File: config.mk
export PLATFORM = sky130hd
export DESIGN_NAME = mem_port_arbiter
export DESIGN_NICKNAME = d
export VERILOG_FILES = /design/src/rtl/mem_port_arbiter.sv
export SDC_FILE = /design/constraint.sdc
export NUM_CORES = 1
export LEC_CHECK = 0
export ABC_CLOCK_PERIOD_IN_PS = 2300
export CAP_MARGIN = 30
export CORE_UTILIZATION = 37
export CTS_CLUSTER_SIZE = 28
export DETAILED_ROUTE_END_ITERATION = 7
export PLACE_DENSITY = 0.75
export SLEW_MARGIN = 20
export SYNTH_ARGS = -nofsm -noshare
export SYNTH_HDL_FRONTEND = slang
export SYNTH_SLANG_ARGS = --single-unit
File: constraint.sdc
create_clock -name clk -period 2.3 [get_ports clk]
set_clock_uncertainty 0.1 [all_clocks]
set_input_delay 0.46 -clock clk [delete_from_list [all_inputs] [get_ports clk]]
set_output_delay 0.46 -clock clk [all_outputs]
set_load 0.02 [all_outputs]
File: src/rtl/mem_port_arbiter.sv
// Two-port (fetch/data) arbiter in front of a single-ported memory.
// Define MEM_PORT_ARBITER_TIMEOUT_EN to bound the memory wait and flag err.
module mem_port_arbiter #(
  parameter int WIDTH          = 32,
  parameter int STARVE_LIMIT   = 4,
  parameter int TIMEOUT_CYCLES = 16
) (
  input  logic             clk,
  input  logic             rst_n,
  input  logic             i_req,
  input  logic [WIDTH-1:0] i_addr,
  output logic             i_ack,
  input  logic             d_req,
  input  logic             d_we,
  input  logic [WIDTH-1:0] d_addr,
  input  logic [WIDTH-1:0] d_wdata,
  output logic             d_ack,
  output logic [WIDTH-1:0] rdata,
  output logic             mem_req,
  output logic             mem_we,
  output logic [WIDTH-1:0] mem_addr,
  output logic [WIDTH-1:0] mem_wdata,
  input  logic [WIDTH-1:0] mem_rdata,
  input  logic             mem_ready,
  output logic             sel,
  output logic             err
);

  typedef enum logic [1:0] {
    IDLE,
    BUSY,
    DONE
  } state_t;

  typedef struct packed {
    logic             sel;
    logic             we;
    logic [WIDTH-1:0] addr;
    logic [WIDTH-1:0] wdata;
  } xfer_t;

  localparam int SW = $clog2(STARVE_LIMIT + 1);
  localparam logic [SW-1:0] SLIM = SW'(STARVE_LIMIT);

  state_t           state_q, state_d;
  xfer_t            xfer_q, xfer_d;
  logic [SW-1:0]    streak_q, streak_d;
  logic [WIDTH-1:0] rdata_q, rdata_d;
  logic             pick_d;
  logic             timeout;

  // Data has priority until fetch has been passed over STARVE_LIMIT times.
  assign pick_d = d_req && !(i_req && streak_q == SLIM);

  always_comb begin
    state_d  = state_q;
    xfer_d   = xfer_q;
    streak_d = streak_q;
    rdata_d  = rdata_q;
    unique case (state_q)
      IDLE: begin
        if (i_req || d_req) begin
          xfer_d.sel   = pick_d;
          xfer_d.we    = pick_d & d_we;
          xfer_d.addr  = pick_d ? d_addr : i_addr;
          xfer_d.wdata = pick_d ? d_wdata : '0;
          if (pick_d && i_req)
            streak_d = (streak_q == SLIM) ? SLIM
                                          : streak_q + 1'b1;
          else
            streak_d = '0;
          state_d = BUSY;
        end
      end
      BUSY: begin
        if (mem_ready) begin
          rdata_d = xfer_q.we ? '0 : mem_rdata;
          state_d = DONE;
        end else if (timeout) begin
          rdata_d = '0;
          state_d = DONE;
        end
      end
      DONE: state_d = IDLE;
      default: state_d = IDLE;
    endcase
  end

  always_ff @(posedge clk or negedge rst_n) begin
    if (!rst_n) begin
      state_q  <= IDLE;
      xfer_q   <= '0;
      streak_q <= '0;
      rdata_q  <= '0;
    end else begin
      state_q  <= state_d;
      xfer_q   <= xfer_d;
      streak_q <= streak_d;
      rdata_q  <= rdata_d;
    end
  end

`ifdef MEM_PORT_ARBITER_TIMEOUT_EN
  localparam int TW = $clog2(TIMEOUT_CYCLES + 1);

  logic [TW-1:0] tcnt_q;
  logic          err_q;

  assign timeout = (state_q == BUSY) && !mem_ready
                && (tcnt_q == TW'(TIMEOUT_CYCLES - 1));

  always_ff @(posedge clk or negedge rst_n) begin
    if (!rst_n) begin
      tcnt_q <= '0;
      err_q  <= 1'b0;
    end else begin
      err_q <= timeout;
      if (state_q == BUSY && !mem_ready)
        tcnt_q <= tcnt_q + 1'b1;
      else
        tcnt_q <= '0;
    end
  end

  assign err = err_q;
`else
  assign timeout = 1'b0;
  assign err     = 1'b0;
`endif

  assign mem_req   = (state_q == BUSY);
  assign i_ack     = (state_q == DONE) && !xfer_q.sel;
  assign d_ack     = (state_q == DONE) && xfer_q.sel;
  assign sel       = xfer_q.sel;
  assign mem_we    = xfer_q.we;
  assign mem_addr  = xfer_q.addr;
  assign mem_wdata = xfer_q.wdata;
  assign rdata     = rdata_q;

endmodule

==> reports/qor.yml, run 1 <==
synth_fp_nets: 609
num_vias: 4465
seq_area_frac_synth_pct: 54.6
cts_sinks: 103
syn_area_sq_um: 4720
avgSynthCellArea_sq_um: 9.98
finalNetCount: 825
dominantRegCellSynth: "dfrtp_1"
grt_start_max_net_pins: 70
first_pass_iters: 4
cts_buffer_depth: 2
die-area_sq_um: 13200
clockRootBuffer: "clkbuf_16"
status: "complete, no violations"
die_width_um: 115
synthArstFlopShare_pct: 100
vdd_ir_drop_max_uv: 578
vias_per_cell: 5.18
ys_types: 30
cpMaxStageDelayCell: "clkdlybuf4s50_1"
drt-initial-drc-count: 268
wirelength_um: 14600
htree_levels: 3
grt_use_met2_pct: 37.6
ios: 236
startpoint_type: "flip-flop"
antenna_found_initial: 0
placedInstanceArea_sq_um: 7200
drv_slew: 0
grt_usage_pct: 22.4
yosys_warnings: 0
grt_pass1_vias: 4498
gp_congestion: 0.755
nFillCells: 1057
drtAntennaViolNets: 0
cpLargestDelayFamily: "buffers and inverters"
setup_tns_ps: 0
fin_crit_ps: 1910
finalCritPeriodShare_pct: 83.1
die_y_um: 115
coreArea_sq_um: 12200
stdcell_area_sq_um: 7560
busiest_layer: "met2"
grt-ovfl-total: 0
synth-seq-cells: 103
gr-usage-met1_pct: 27.3
crit_path_max_fanout: 2
layout_common_cells: "229 x clkdlybuf4s50_1, 103 x dfrtp_1, 67 x nand2_1"
rows: 40
finalSetupViolations: 0
cts_tree: "done"
drc: 0
critPathCaptureType: "output pin"
wire_per_inst_um: 17.0
hold_path_class: "reg2reg"
postSynthCellCount: 473
crit_path_max_incr_delay_ps: 630
clk_pin_slew_worst_paths_ps: 70
mostFrequentLayoutCell: "clkdlybuf4s50_1"
cp_cell_sequence: "clkdlybuf4s50_1"
start_util_pct: 38.6
criticalPathCategory: "reg2out"
post-dp-hpwl_um: 10500
numPortBuffers: 234
hold_violations: 0
insertion_delay_ps: 350
path_buf_inv: 1
drv_cap: 0
worstPathArrival_ps: 1350
synth_edf_count: 0
antenna_cells: 0
grt_first_pass_wirelength_um: 22800
syn2layout_area_growth_pct: 60.3
drive_gt1_share_pct: 6.05
rsz0062_at_grt: "false"
crit_required_ps: 1740
timing.fmax_mhz: 523
pwr_density_cell_nw_per_um2: 1320
leakagePower_nw: 3.39
numCtsBuffers: 9
grt_util_met3_pct: 5.54
-- flip-flops by register name, indices dropped and copies added, names as in the netlist --
register / cells
mem_we: 1
streak_q: 3
mem_addr: 32
mem_wdata: 32
rdata: 32
sel: 1
state_q: 2
-- synth_stat cells (all sizes together) (2+ instances only) --
master / count / area, sq um
ha: 2 / 25.0
and3: 33 / 206
nand3: 2 / 10.0
dfrtp: 103 / 2580
buf: 21 / 150
o21ai: 67 / 335
inv: 38 / 143
nand4: 33 / 206
clkbuf: 28 / 105
nand2: 68 / 258
nor3b: 2 / 15.0
and4: 32 / 280
a221o: 32 / 320
-- logic make-up after synthesis --
logic type,after synthesis,share of synthesized area (%)
compound gates,104,14.8
fa+ha+maj,2,0.530
flops,103,54.6
buf+inv,87,8.43
simple gates,176,21.6
other cells,1,0.0795
-- report_power, final --
part | internal, mW | switching [mW] | leakage [nW]
Clock | 1.09 | 0.671 | 0.168
Sequential | 2.67 | 0.504 | 1.30
Combinational | 2.39 | 2.63 | 1.93
Total | 6.15 | 3.80 | 3.39
-- routing by layer --
| layer | wire (um) | vias to the layer above |
|---|---|---|
| met2 | 7290 | 154 |
| met1 | 6030 | 2156 |
| met3 | 895 | 24 |
| li1 | - | 2131 |
| met5 | 0 | - |
| met4 | 436 | 0 |
-- stage by stage --
stage / setup WS (ps) / hold slack, ps / cells / total power, mW / utilization [%]
detailed placement: 102 / 332 / 845 / 8.25 / 58.9
floorplan: 629 / 64.4 / 473 / 5.79 / -
CTS: 23.8 / 386 / 862 / 10.1 / 61.9
finish: 389 / 381 / 862 / 9.95 / 61.9
global placement: 162 / 338 / 845 / 8.09 / 58.9
global route: 333 / 406 / 862 / 10.6 / 61.9
-- cell type report --
type / instances / area (sq um) / area share (%)
Timing Repair Buffer: 254 / 2530 / 33.5
Inverter: 38 / 143 / 1.89
Multi-Input combinational cell: 283 / 1750 / 23.2
Sequential cell: 103 / 2580 / 34.1
Clock buffer: 10 / 239 / 3.16
Clock inverter: 6 / 108 / 1.42
Tap cell: 168 / 210 / 2.78
-- final timing paths --
check / end / slack (ps) / from / depth (start not counted)
worst max-delay path: mem_wdata[12] / 390 / mem_wdata[12] / 1
worst min-delay path: rdata[27] / 380 / rdata[27] / 2
worst max register to register: mem_addr[27] / 490 / state_q[0] / 4
worst min register to register: rdata[27] / 380 / rdata[27] / 2
max in group asynchronous: mem_wdata[6] / 990 / rst_n / 3
min in group asynchronous: mem_addr[9] / 510 / rst_n / 2
-- repair_timing --
item / CTS / global route
hold endpoints to repair: 30 / 0
gates resized for setup: 0 / 3
endpoints found under the setup margin: 0 / 3
hold buffers: 1 / 0
setup buffers: 0 / 0
Note: power is estimated with default switching activity, not from simulation.
==> run 2: changes to the inputs <==
--- a/config.mk
+++ b/config.mk
@@ -5,7 +5,7 @@
 export SDC_FILE = /design/constraint.sdc
 export NUM_CORES = 1
 export LEC_CHECK = 0
-export ABC_CLOCK_PERIOD_IN_PS = 2300
+export ABC_CLOCK_PERIOD_IN_PS = 1970
 export CAP_MARGIN = 30
 export CORE_UTILIZATION = 37
 export CTS_CLUSTER_SIZE = 28
==> constraint.sdc (replaced) <==
create_clock -name clk -period 1.97 [get_ports clk]
set_clock_uncertainty 0.1 [all_clocks]
set_input_delay 0.394 -clock clk [delete_from_list [all_inputs] [get_ports clk]]
set_output_delay 0.394 -clock clk [all_outputs]
set_load 0.02 [all_outputs]
==> run 2 against run 1 <==
  * Core utilization decreased by 0.20 points
  * Largest power group unchanged
  * Total power is 14% higher
  * Non-clock buffer count up 2
  * Sequential cell count stayed put
  * Sequential power increased by 17%
  * Critical path depth grew 1
  * Die area unchanged
  * Largest cell class unchanged
  * Global-route usage is 0.31 points higher
  * Count of clock-buffer cells in the layout rose by 2
  * Worst setup slack got worse by 320 ps
==> reports/qor.yml, run 2 (synthesis results as in run 1) <==
drc: 0
pwr_density_cell_nw_per_um2: 1510
rsz0062_at_grt: "false"
antenna_found_initial: 0
nFillCells: 1078
utilization_pct: 61.7
criticalPathCategory: "reg2out"
clockRootBuffer: "clkbuf_16"
leakagePower_nw: 3.35
worstPathArrival_ps: 1410
finalCritPeriodShare_pct: 96.7
startpoint_type: "flip-flop"
antenna_cells: 0
htree_levels: 3
r2r_slack_ps: 250
crit_path_max_incr_delay_ps: 460
timing.fmax_mhz: 525
ios: 236
numPortBuffers: 234
critPathCaptureType: "output pin"
fin_cells: 863
hold_violations: 0
die_width_um: 115
vias_per_cell: 5.20
gp_congestion: 0.765
crit_path_max_fanout: 5
numCtsBuffers: 9
clk_pin_slew_worst_paths_ps: 70
post-dp-hpwl_um: 10600
drtAntennaViolNets: 0
drv_slew: 0
dp.cells: 847
cp_cell_sequence: "nor3b_1, dlygate4sd2_1"
mostFrequentLayoutCell: "clkdlybuf4s50_1"
path_buf_inv: 1
grt_pass1_vias: 4559
rows: 40
die_y_um: 115
cpMaxStageDelayCell: "dfrtp_1"
grt_start_max_net_pins: 70
finalNetCount: 827
p_sw_mw: 4.45
wire_per_inst_um: 17.1
cpLargestDelayFamily: "flip-flops"
syn2layout_area_growth_pct: 59.7
stdcell_area_sq_um: 7540
grt_first_pass_wirelength_um: 23100
first_pass_iters: 4
drive_gt1_share_pct: 6.33
layout_common_cells: "229 x clkdlybuf4s50_1, 103 x dfrtp_1, 67 x nand2_1"
num_vias: 4489
whs_ps: 384
drv_cap: 0
placedInstanceArea_sq_um: 7250
status: "complete, no violations"
die-area_sq_um: 13200
hold_path_class: "reg2reg"
p_comb_share_pct: 52.2
sequentialPowerShare_pct: 32.7
switching_share_pct: 39.2
vdd_ir_drop_max_uv: 683
wirelength_um: 14700
finalSetupViolations: 0
cts_sinks: 103
post_cts_buffers: 0
coreArea_sq_um: 12200
p_clk_share_pct: 15.2
cts_tree: "done"
grt-ovfl-total: 0
crit_required_ps: 1480
drt-initial-drc-count: 315
start_util_pct: 38.6
insertion_delay_ps: 350
fin_crit_ps: 1900
cts_buffer_depth: 2
grt_usage_pct: 22.7
power.internal_mw: 6.90
run 2: cell types whose count changed in the layout (fill, tap and decap cells not counted), moves of 2 or more:
cell | before | now
buf_12 | 3 | 6
bufinv_16 | 3 | 0
clkbuf_8 | 1 | 3
dlymetal6s2s_1 | 3 | 0
dlygate4sd2_1 | 0 | 2
run 2: final cells by class:
type                    instances  area (sq um)  area share [%]
flip-flops and latches        103          2580            34.2
inverters                      38           143            1.89
multi-input cells             283          1750            23.3
clock buffers                  12           267            3.54
well taps                     168           210            2.79
repair buffers                256          2570            34.1
clock inverters                 3          17.5           0.232
run 2: repair_timing:
action	4_1_cts	5_1_grt
hold buffers	1	0
setup endpoints to repair	3	1
cloned	0	0
gates resized for setup	3	3
hold endpoints to repair	24	0
run 2: per-layer routing:
layer | track usage [%] | up-vias | part of all wire, %
li1 | - | 2124 | -
met1 | 26.5 | 2168 | 40
met2 | 39.2 | 169 | 50
met3 | 6.64 | 28 | 7.1
met4 | 9.35 | 0 | 2.9
met5 | 0 | - | 0
run 2: stage by stage:
stage | total power [mW] | setup TNS, ps | setup slack, ps
3_5_place_dp | 9.71 | -1960 | -59.6
6_report | 11.3 | 0 | 65.6
4_1_cts | 11.4 | 0 | 26.6
3_3_place_gp | 9.50 | -238 | -12.7
5_1_grt | 12.0 | 0 | 7.48
2_1_floorplan | 6.76 | 0 | 299
run 2: power groups by stage:
stage / combinational, mW / clock [mW] / sequential [mW]
4_1_cts: 5.96 / 1.76 / 3.72
5_1_grt: 6.37 / 1.84 / 3.83
3_3_place_gp: 5.81 / 0 / 3.69
3_5_place_dp: 5.98 / 0 / 3.73
6_report: 5.92 / 1.72 / 3.71
2_1_floorplan: 1.92 / 0 / 4.84
run 2: path summary, 6_finish.rpt:
path | start | end | cells past startpoint
max in group asynchronous | rst_n | rdata[3] | 3
worst max-delay path | state_q[0] | i_ack | 2
min in group asynchronous | rst_n | mem_addr[9] | 2
worst min-delay path | rdata[18] | rdata[18] | 2
worst min register to register | rdata[18] | rdata[18] | 2
worst max register to register | state_q[0] | mem_wdata[22] | 4
run 2: worst reg2reg max path: cells and delay by family (launching register included):
kind / cells / cell delay [ps]
AOI/OAI and AO/OA: 1 / 150
and+or+nand+nor: 2 / 610
DFF: 1 / 460
buffers and inverters: 1 / 260
